==> config.mk <==
export PLATFORM = sky130hd
export DESIGN_NAME = bus_master_arb
export DESIGN_NICKNAME = d
export VERILOG_FILES = /design/src/rtl/bus_master_arb.sv
export SDC_FILE = /design/constraint.sdc
export NUM_CORES = 1
export LEC_CHECK = 0
export ABC_AREA = 1
export CELL_PAD_IN_SITES_DETAIL_PLACEMENT = 1
export CELL_PAD_IN_SITES_GLOBAL_PLACEMENT = 1
export CORE_ASPECT_RATIO = 1.2
export CORE_MARGIN = 4
export CORE_UTILIZATION = 10
export CTS_BUF_LIST = sky130_fd_sc_hd__clkbuf_8 sky130_fd_sc_hd__clkbuf_16
export DETAILED_ROUTE_END_ITERATION = 10
export PLACE_DENSITY = 0.82
export SLEW_MARGIN = 15
export SYNTH_ARGS = -nofsm -noshare
export SYNTH_HDL_FRONTEND = slang
export SYNTH_SLANG_ARGS = --single-unit
==> constraint.sdc <==
create_clock -name clk -period 1.8 [get_ports clk]
set_clock_uncertainty 0.1 [all_clocks]
set_input_delay 0.36 -clock clk [delete_from_list [all_inputs] [get_ports clk]]
set_output_delay 0.36 -clock clk [all_outputs]
set_load 0.02 [all_outputs]
==> src/rtl/bus_master_arb.sv <==
// ============================================================================
// Module   : bus_master_arb
// Summary  : Four-master round-robin bus arbiter with a master-side output mux.
// Revision : 1.0
// ============================================================================
`default_nettype none

module bus_master_arb #(
  parameter int ADDR_W = 30,
  parameter int DATA_W = 32
) (
  input  logic              clk,
  input  logic              reset_,
  input  logic              m0_req_,
  input  logic              m1_req_,
  input  logic              m2_req_,
  input  logic              m3_req_,
  output logic              m0_grnt_,
  output logic              m1_grnt_,
  output logic              m2_grnt_,
  output logic              m3_grnt_,
  input  logic [ADDR_W-1:0] m0_addr,
  input  logic [ADDR_W-1:0] m1_addr,
  input  logic [ADDR_W-1:0] m2_addr,
  input  logic [ADDR_W-1:0] m3_addr,
  input  logic              m0_as_,
  input  logic              m1_as_,
  input  logic              m2_as_,
  input  logic              m3_as_,
  input  logic              m0_rw,
  input  logic              m1_rw,
  input  logic              m2_rw,
  input  logic              m3_rw,
  input  logic [DATA_W-1:0] m0_wr_data,
  input  logic [DATA_W-1:0] m1_wr_data,
  input  logic [DATA_W-1:0] m2_wr_data,
  input  logic [DATA_W-1:0] m3_wr_data,
  output logic [ADDR_W-1:0] s_addr,
  output logic              s_as_,
  output logic              s_rw,
  output logic [DATA_W-1:0] s_wr_data
);

  logic [1:0] owner_q;
  logic [1:0] owner_d;
  logic [3:0] req_n;
  logic [1:0] cand;
  logic       found;

  assign req_n = {m3_req_, m2_req_, m1_req_, m0_req_};

  // Owner keeps the bus while requesting; otherwise rotate from owner+1.
  // With nobody requesting the grant stays parked on the current owner.
  always_comb begin
    owner_d = owner_q;
    found   = 1'b0;
    cand    = owner_q;
    if (req_n[owner_q]) begin
      for (int i = 1; i < 4; i++) begin
        cand = owner_q + i[1:0];
        if (!found && !req_n[cand]) begin
          owner_d = cand;
          found   = 1'b1;
        end
      end
    end
  end

  always_ff @(posedge clk or negedge reset_) begin
    if (!reset_) begin
      owner_q <= 2'd0;
    end else begin
      owner_q <= owner_d;
    end
  end

  assign m0_grnt_ = (owner_q != 2'd0);
  assign m1_grnt_ = (owner_q != 2'd1);
  assign m2_grnt_ = (owner_q != 2'd2);
  assign m3_grnt_ = (owner_q != 2'd3);

  // Gating as_ with the owner's own req_ keeps a parked, idle owner off the bus.
  always_comb begin
    s_addr    = m0_addr;
    s_as_     = m0_as_ | m0_req_;
    s_rw      = m0_rw;
    s_wr_data = m0_wr_data;
    case (owner_q)
      2'd1: begin
        s_addr    = m1_addr;
        s_as_     = m1_as_ | m1_req_;
        s_rw      = m1_rw;
        s_wr_data = m1_wr_data;
      end
      2'd2: begin
        s_addr    = m2_addr;
        s_as_     = m2_as_ | m2_req_;
        s_rw      = m2_rw;
        s_wr_data = m2_wr_data;
      end
      2'd3: begin
        s_addr    = m3_addr;
        s_as_     = m3_as_ | m3_req_;
        s_rw      = m3_rw;
        s_wr_data = m3_wr_data;
      end
      default: ;
    endcase
  end

endmodule

`default_nettype wire
# Yosys cells after proc, flatten, opt, wreduce, memory -nomap -nowiden

Cells that the tools add are included.

Bits in registers: 2
Output and inout bits: 68
Input bits: 262
Word-level logic and storage cells: 46

Reductions and logical operators: 8
Equality and inequality tests: 7
Bitwise operators: 4
Magnitude comparators: 4
$add $sub $neg: 3
Mux-type cells: 19

Operator list:

| kind                                                   | number |
|---|---|
| case mux 32 bit (3 select lines)                       | 1 |
| case mux 30 bit (3 select lines)                       | 1 |
| < comparator 2 x 3 -> 1 bit (second input constant)    | 4 |
| binary-select mux 1 bit (select 2 bit)                 | 4 |
| two-way mux 1 bit                                      | 8 |
| two-way mux 2 bit                                      | 3 |
| case mux 1 bit (3 select lines)                        | 2 |
| adder 2 bit (second input constant)                    | 2 |
| equality test 2 bit (second input constant)            | 2 |
| zero test 1 bit                                        | 4 |
| inequality test 2 bit (second input constant)          | 2 |
| bitwise OR 1 bit                                       | 4 |
| inequality test 3 x 1 -> 1 bit (second input constant) | 1 |
| adder 2 x 1 -> 2 bit (second input constant)           | 1 |
| equality test 2 x 1 -> 1 bit (second input constant)   | 1 |
| logical AND 1 bit                                      | 2 |
| inequality test 2 x 1 -> 1 bit (second input constant) | 1 |
| AND reduction 2 bit                                    | 1 |
| nonzero test 2 bit                                     | 1 |

# Depth between registers and ports, before layout

Gate-level depths: netlist of run 1.

Word-level depth: 13
Gate-level depth with buffers: 10
Depth with buffers taken out: 10

# Least setup slack after synthesis of run 1

Ideal clock, no wire load.

Path kind: reg2out
Start: register owner_q[1]
End: output port s_addr[10]
Arrival time: 1754 ps
Cell stages (with the launch flop): 9
Path slack: -414 ps
Buffers on the path: 3
Required time: 1340 ps
Path through: dfrtp_1 inv_1 ha_1 buf_2 inv_1 buf_2 buf_2 nor2_1 a31oi_1

Longest elaborated chain between the ends: 2
Elaborated cells on any way between the ends: 4
Classes of those cells: eq/ne (3); mux (1)

RTL lines:

| element                                                                    | line | source |
|---|---|---|
| start: declaration                                                         | 44   | `logic [1:0] owner_q;` |
| start signal: assignment                                                   | 73   | `owner_q <= owner_d;` |
| equality test 2 bit / equality test 2 x 1 -> 1 bit (equally long branches) | 88   | `case (owner_q)` |
| case mux 30 bit (3 select lines) (*)                                       | 88   |  |
| end: declaration                                                           | 38   | `output logic [ADDR_W-1:0] s_addr,` |

Every way passes the cells marked *; elsewhere a longest branch is shown, timed or not.

# Worst setup path in the final report of run 1

Start: register owner_q[1]
End: output port s_addr[15]

The elaborated chain is that of the path after synthesis.

==> impl_metrics.ini, run 1 <==
[status]
outcome = finished, violations left
failed_checks = negative setup slack

[timing]
relSlewSlack = 0.823
setup_ws_ns = -0.416
finalHoldViolCount = 0
min_period_over_period = 1.23
post-route-min-period_ns = 2.22
setup_violations = 67
worstMarginPinSlew_ns = 0.264
fmax_ghz = 0.451
rsz0062_at_grt = yes
maxSlewViolCount = 0

[placed_design]
portBuffers = 329
dpl.cell_count = 1008
dp.final_hpwl_mm = 15.0
place.gp.congestion = 0.832

[synthesis]
synth_top_area_frac = 0.284
syn-instance-count = 421
synth_largest_area_cell = nand2_1
async_reset_ff_frac = 1.00
ys_warn_count = 0
ys_types = 21
ys_ff_latch = 2
synth_seq_area_share = 0.0251
netlist_area_mm2 = 0.00200
ys_top_cells_by_area = nand2_1 28%, a31oi_1 20%, a21oi_1 16%
syn_nets = 688
synth_ff_type = dfrtp_1
syn_avg_cell_area_um2 = 4.74
synth_edf_count = 0

[drt]
wl_per_cell_um = 22.2
ant_nets = 0
initialDrtViolationCount = 102
drt_wl_total_mm = 23.4
vias_per_cell = 4.39
drc_errors = 0
firstDrtPassIters = 4
vias = 4623

[flow_run]
max_cap_violations = 0

[clock_tree]
worstSkewPairLatency_ns = 0.23
clk_pin_slew_ns = 0.03
clock_sinks = 2
cts_buffer_depth = 2
ctsHoldBuffers = 0
ctsRootBufferMaster = clkbuf_16
h-tree-depth = 1
cts_buffers = 3
cts_tree = yes

[final_layout]
seqCellArea_um2 = 52.6
fillers = 2153
postLayoutCoreUtil = 0.451
multi_input_area_mm2 = 0.00366
largest_reg_flops = 2
layout.cells.non_filler = 1054
top_register = owner_q
drive_gt1_frac = 0.454
top_regs = owner_q x2
finalNetCount = 1062
areaGrowthSynthToFinish_pct = 343
antenna_cells = 0

[critical_path]
crit_chain = buf_6, ha_4, buf_4, buf_16, a21oi_4, a31oi_4, buf_4
arrival_ns = 1.76
crit_slowest_cell = dfrtp_2
path_class = reg2out
crit_top_cell = buf_4
crit_buf_inv = 4
path_delay_family = buffers and inverters
cp-start-kind = register
required_ns = 1.34
cp_max_fo = 8
end_kind = output port
cpPeakStageDelay_ns = 0.44

[floorplanning]
rows = 56
die_area_mm2 = 0.0223
num_io_pins = 330
start_util = 0.102
fp.dieH_um = 163
core_area_mm2 = 0.0196
die_width_um = 137

[hold_path]
hold_path.class = in2async

[pwr]
p_leak_nw = 3.08
power.density_mw_per_mm2 = 1970
power.total_mw = 17.4
max-vdd-ir-drop_v = 0.000820

[global_routing]
grt_pass1_vias = 4999
grt_max_degree = 29
grt_pass1_wl_mm = 31.1
grt-ovfl-total = 0
grt.total_usage = 0.185
antenna_found_initial = 0
## worst reg2reg max path, cell delays in order (launching register included)
cell and delay, ns:
dfrtp_2 0.41, inv_4 0.07, buf_4 0.16, ha_4 0.28, buf_4 0.11, nand3_4 0.08, nand2_4 0.13, nand2_1 0.06
nor2_1 0.09, nor2_1 0.05, nand2_1 0.05, nand2_1 0.06
## metrics by stage
step	area (um2)	TNS, ns	hold slack [ns]	setup slack (ns)
after floorplan	3300	-0.676	-0.0356	-0.0146
after global placement	7040	-35.51	0.435	-0.591
after detailed placement	7040	-37.62	0.434	-0.625
after CTS	8390	-24.79	0.197	-0.434
after global routing	8840	-27.09	0.197	-0.459
final	8840	-23.64	0.198	-0.416
## cells in the final DEF (no fill, tap or decap), types with 18 or more instances in the layout
cell,n
clkdlybuf4s50_1,261
nand2_1,119
nand2_2,33
buf_16,18
nor2_2,27
buf_4,29
buf_6,66
a21oi_4,61
nor2_1,37
a31oi_4,63
## metal layers
| metal | up-vias | wire length, um | GRT usage |
|---|---|---|---|
| met5 | - | 0 | 0 |
| met4 | 0 | 367 | 0.0304 |
| met3 | 23 | 1470 | 0.0300 |
| met2 | 186 | 12900 | 0.366 |
| met1 | 2219 | 8730 | 0.205 |
| li1 | 2195 | - | - |
## synthesized netlist by cell type (2+ instances only)
cell type	number
nand2_1	151
nor2_1	65
a21oi_1	64
a31oi_1	63
clkbuf_1	19
buf_2	12
inv_1	11
nand3_1	7
ha_1	5
nand2_2	5
buf_1	4
nand3_2	3
o21ai_0	3
dfrtp_1	2
## timing repair
item,4_1_cts,5_1_grt
cloned,16,9
endpoints found under the setup margin,70,69
pin swaps,31,36
setup buffers,12,7
gates resized for setup,510,65
## layout make-up
class	instances	share of cell area
Clock buffer	3	0.00849
Inverter	12	0.00679
Multi-Input combinational cell	372	0.414
Sequential cell	2	0.00594
Tap cell	261	0.0369
Timing Repair Buffer	404	0.528
## power breakdown
part	total (mW)	switching (mW)	internal, mW	leakage, nW
Sequential	0.117	0.0414	0.0754	0.0222
Clock	0.346	0.0627	0.284	0.0370
Combinational	16.9	8.60	8.32	3.02
Total	17.4	8.70	8.68	3.08
## final timing paths
path / start / to / slack (ns) / cells past startpoint
max: owner_q[1] / s_addr[15] / -0.42 / 7
min: reset_ / owner_q[1] / 0.20 / 1
max reg2reg: owner_q[1] / owner_q[1] / 0.01 / 11
min reg2reg: owner_q[0] / owner_q[0] / 0.63 / 3
max in group asynchronous: reset_ / owner_q[0] / 1.27 / 1
min in group clk: owner_q[0] / owner_q[0] / 0.63 / 3
## cells by family (layout without fill, tap and decap cells)
group | after synthesis | in the layout | synth area share
flops | 2 | 2 | 0.0251
simple gates | 234 | 234 | 0.471
buf+inv | 47 | 419 | 0.0959
fa+ha+maj | 5 | 5 | 0.0313
compound gates | 133 | 133 | 0.377
Power figures use the tool's default switching activity.
==> run 2, diff against run 1 <==
Settings changed: GPL_TIMING_DRIVEN set to 0.
==> run 2 against run 1 <==
Worst setup slack got worse by 0.0069 ns. Critical endpoint is now s_addr[0]. Count of clock-buffer cells in the layout is the same. Largest power group unchanged. Register-to-register slack improved by 0.08 ns. The run still ends with negative setup slack left. Non-clock buffer count is 31 lower. Die area stayed put. Core utilization shrank 5.6 points. Largest cell class unchanged. Via count decreased by 4.3%. Hold slack improved by 0.013 ns. Highest routed layer is now met5. Critical path depth up 1.
==> impl_metrics.ini, run 2 (synthesized netlist as in run 1, its figures left out) <==
[timing]
finalHoldViolCount = 0
min_period_over_period = 1.23
worstMarginPinSlew_ns = 0.357
post-route-min-period_ns = 2.22
holdWs_ns = 0.210
rsz0062_at_grt = yes
maxSlewViolCount = 0
setup_violations = 67
fmax_ghz = 0.450
setup_ws_ns = -0.423
relSlewSlack = 0.762

[critical_path]
cp-start-kind = register
path_delay_family = buffers and inverters
end_kind = output port
crit_chain = inv_4, ha_4, buf_12, inv_8, bufbuf_16, nor2_2, a31oi_4, buf_6
crit_slowest_cell = dfrtp_2
cp_max_fo = 10
critPathLaunch = owner_q[0]
path_class = reg2out
cpPeakStageDelay_ns = 0.40
rr_startpoint = owner_q[0]
required_ns = 1.34
crit_buf_inv = 5
arrival_ns = 1.76

[flow_run]
max_cap_violations = 0

[drt]
drt_wl_total_mm = 19.7
firstDrtPassIters = 5
drc_errors = 0
ant_nets = 0
vias_per_cell = 4.32
initialDrtViolationCount = 91
vias = 4424
wl_per_cell_um = 19.3

[clock_tree]
h-tree-depth = 1
cts_buffers = 3
clock_sinks = 2
ctsRootBufferMaster = clkbuf_16
worstSkewPairLatency_ns = 0.22
clk_pin_slew_ns = 0.03
cts_tree = yes
cts_buffer_depth = 2

[final_layout]
antenna_cells = 0
drive_gt1_frac = 0.432
areaGrowthSynthToFinish_pct = 288
layout_commonest_cell = clkdlybuf4s50_1
top_regs = owner_q x2
mostFrequentLayoutCells = 261 x clkdlybuf4s50_1, 144 x nand2_1, 63 x a31oi_4
finalInstanceArea_mm2 = 0.00775
postLayoutCoreUtil = 0.395
finalNetCount = 1031
top_register = owner_q
layout.cells.non_filler = 1023
largest_reg_flops = 2
fillers = 2252

[global_routing]
grt_max_degree = 11
antenna_found_initial = 1
grt_pass1_wl_mm = 28.0
grt_pass1_vias = 4910
grt.total_usage = 0.162
grt-ovfl-total = 0

[status]
failed_checks = negative setup slack
outcome = finished, violations left

[pwr]
p_leak_nw = 2.63
power.density_mw_per_mm2 = 1860
max-vdd-ir-drop_v = 0.000836
power.total_mw = 14.5

[placed_design]
placed_area_mm2 = 0.00692
place.gp.congestion = 0.783
portBuffers = 329
dp.final_hpwl_mm = 16.2
dpl.cell_count = 1011

[floorplanning]
fp.dieH_um = 163
die_width_um = 137
start_util = 0.102
rows = 56
die_area_mm2 = 0.0223
num_io_pins = 330
core_area_mm2 = 0.0196

[hold_path]
hold_path.class = in2async
-- run 2: repair_timing --
item / 4_1_cts / 5_1_grt
endpoints found under the setup margin: 70 / 69
resized for setup: 505 / 52
gates cloned: 2 / 0
pin swaps: 2 / 3
hold buffers: 0 / 0
hold endpoints to repair: 0 / 0
setup buffers: 7 / 0
-- run 2: area by class of cell --
| class | instances | area [um2] | share of cell area |
|---|---|---|---|
| repair buffers | 338 | 3440 | 0.444 |
| flip-flops and latches | 2 | 52.6 | 0.00678 |
| well taps | 261 | 327 | 0.0421 |
| multi-input cells | 372 | 3280 | 0.424 |
| plain buffers | 35 | 509 | 0.0657 |
| clock buffers | 3 | 75.1 | 0.00969 |
| inverters | 12 | 60.1 | 0.00775 |
-- run 2: final timing paths --
kind                         endpoint  slack [ns]  cells past startpoint
hold reg to reg            owner_q[1]        0.50                      2
hold / removal             owner_q[0]        0.21                      1
min in group clk           owner_q[1]        0.50                      2
max in group asynchronous  owner_q[1]        1.25                      1
setup / recovery            s_addr[0]       -0.42                      8
setup reg to reg           owner_q[1]        0.09                     11
-- run 2: metrics by stage --
| step | TNS [ns] | setup WS [ns] |
|---|---|---|
| after floorplan | -0.676 | -0.0146 |
| after global placement | -55.07 | -0.967 |
| after detailed placement | -56.20 | -0.949 |
| after CTS | -25.68 | -0.432 |
| after global routing | -27.92 | -0.480 |
| final | -23.73 | -0.423 |
-- run 2: routing by layer --
metal  wire length [um]  GRT usage  up-vias  part of all wire
met2              10900      0.320      184              0.55
met5                 13          0        -           0.00066
met4                365     0.0322        2             0.019
li1                   -          -     2125                 -
met1               7050      0.173     2084              0.36
met3               1390     0.0346       29             0.070
-- run 2: where the power goes --
part | internal [mW] | switching [mW] | total [mW] | leakage (nW)
logic | 6.55 | 7.45 | 14.0 | 2.57
clock network | 0.283 | 0.0523 | 0.335 | 0.0370
registers | 0.0755 | 0.0405 | 0.116 | 0.0222
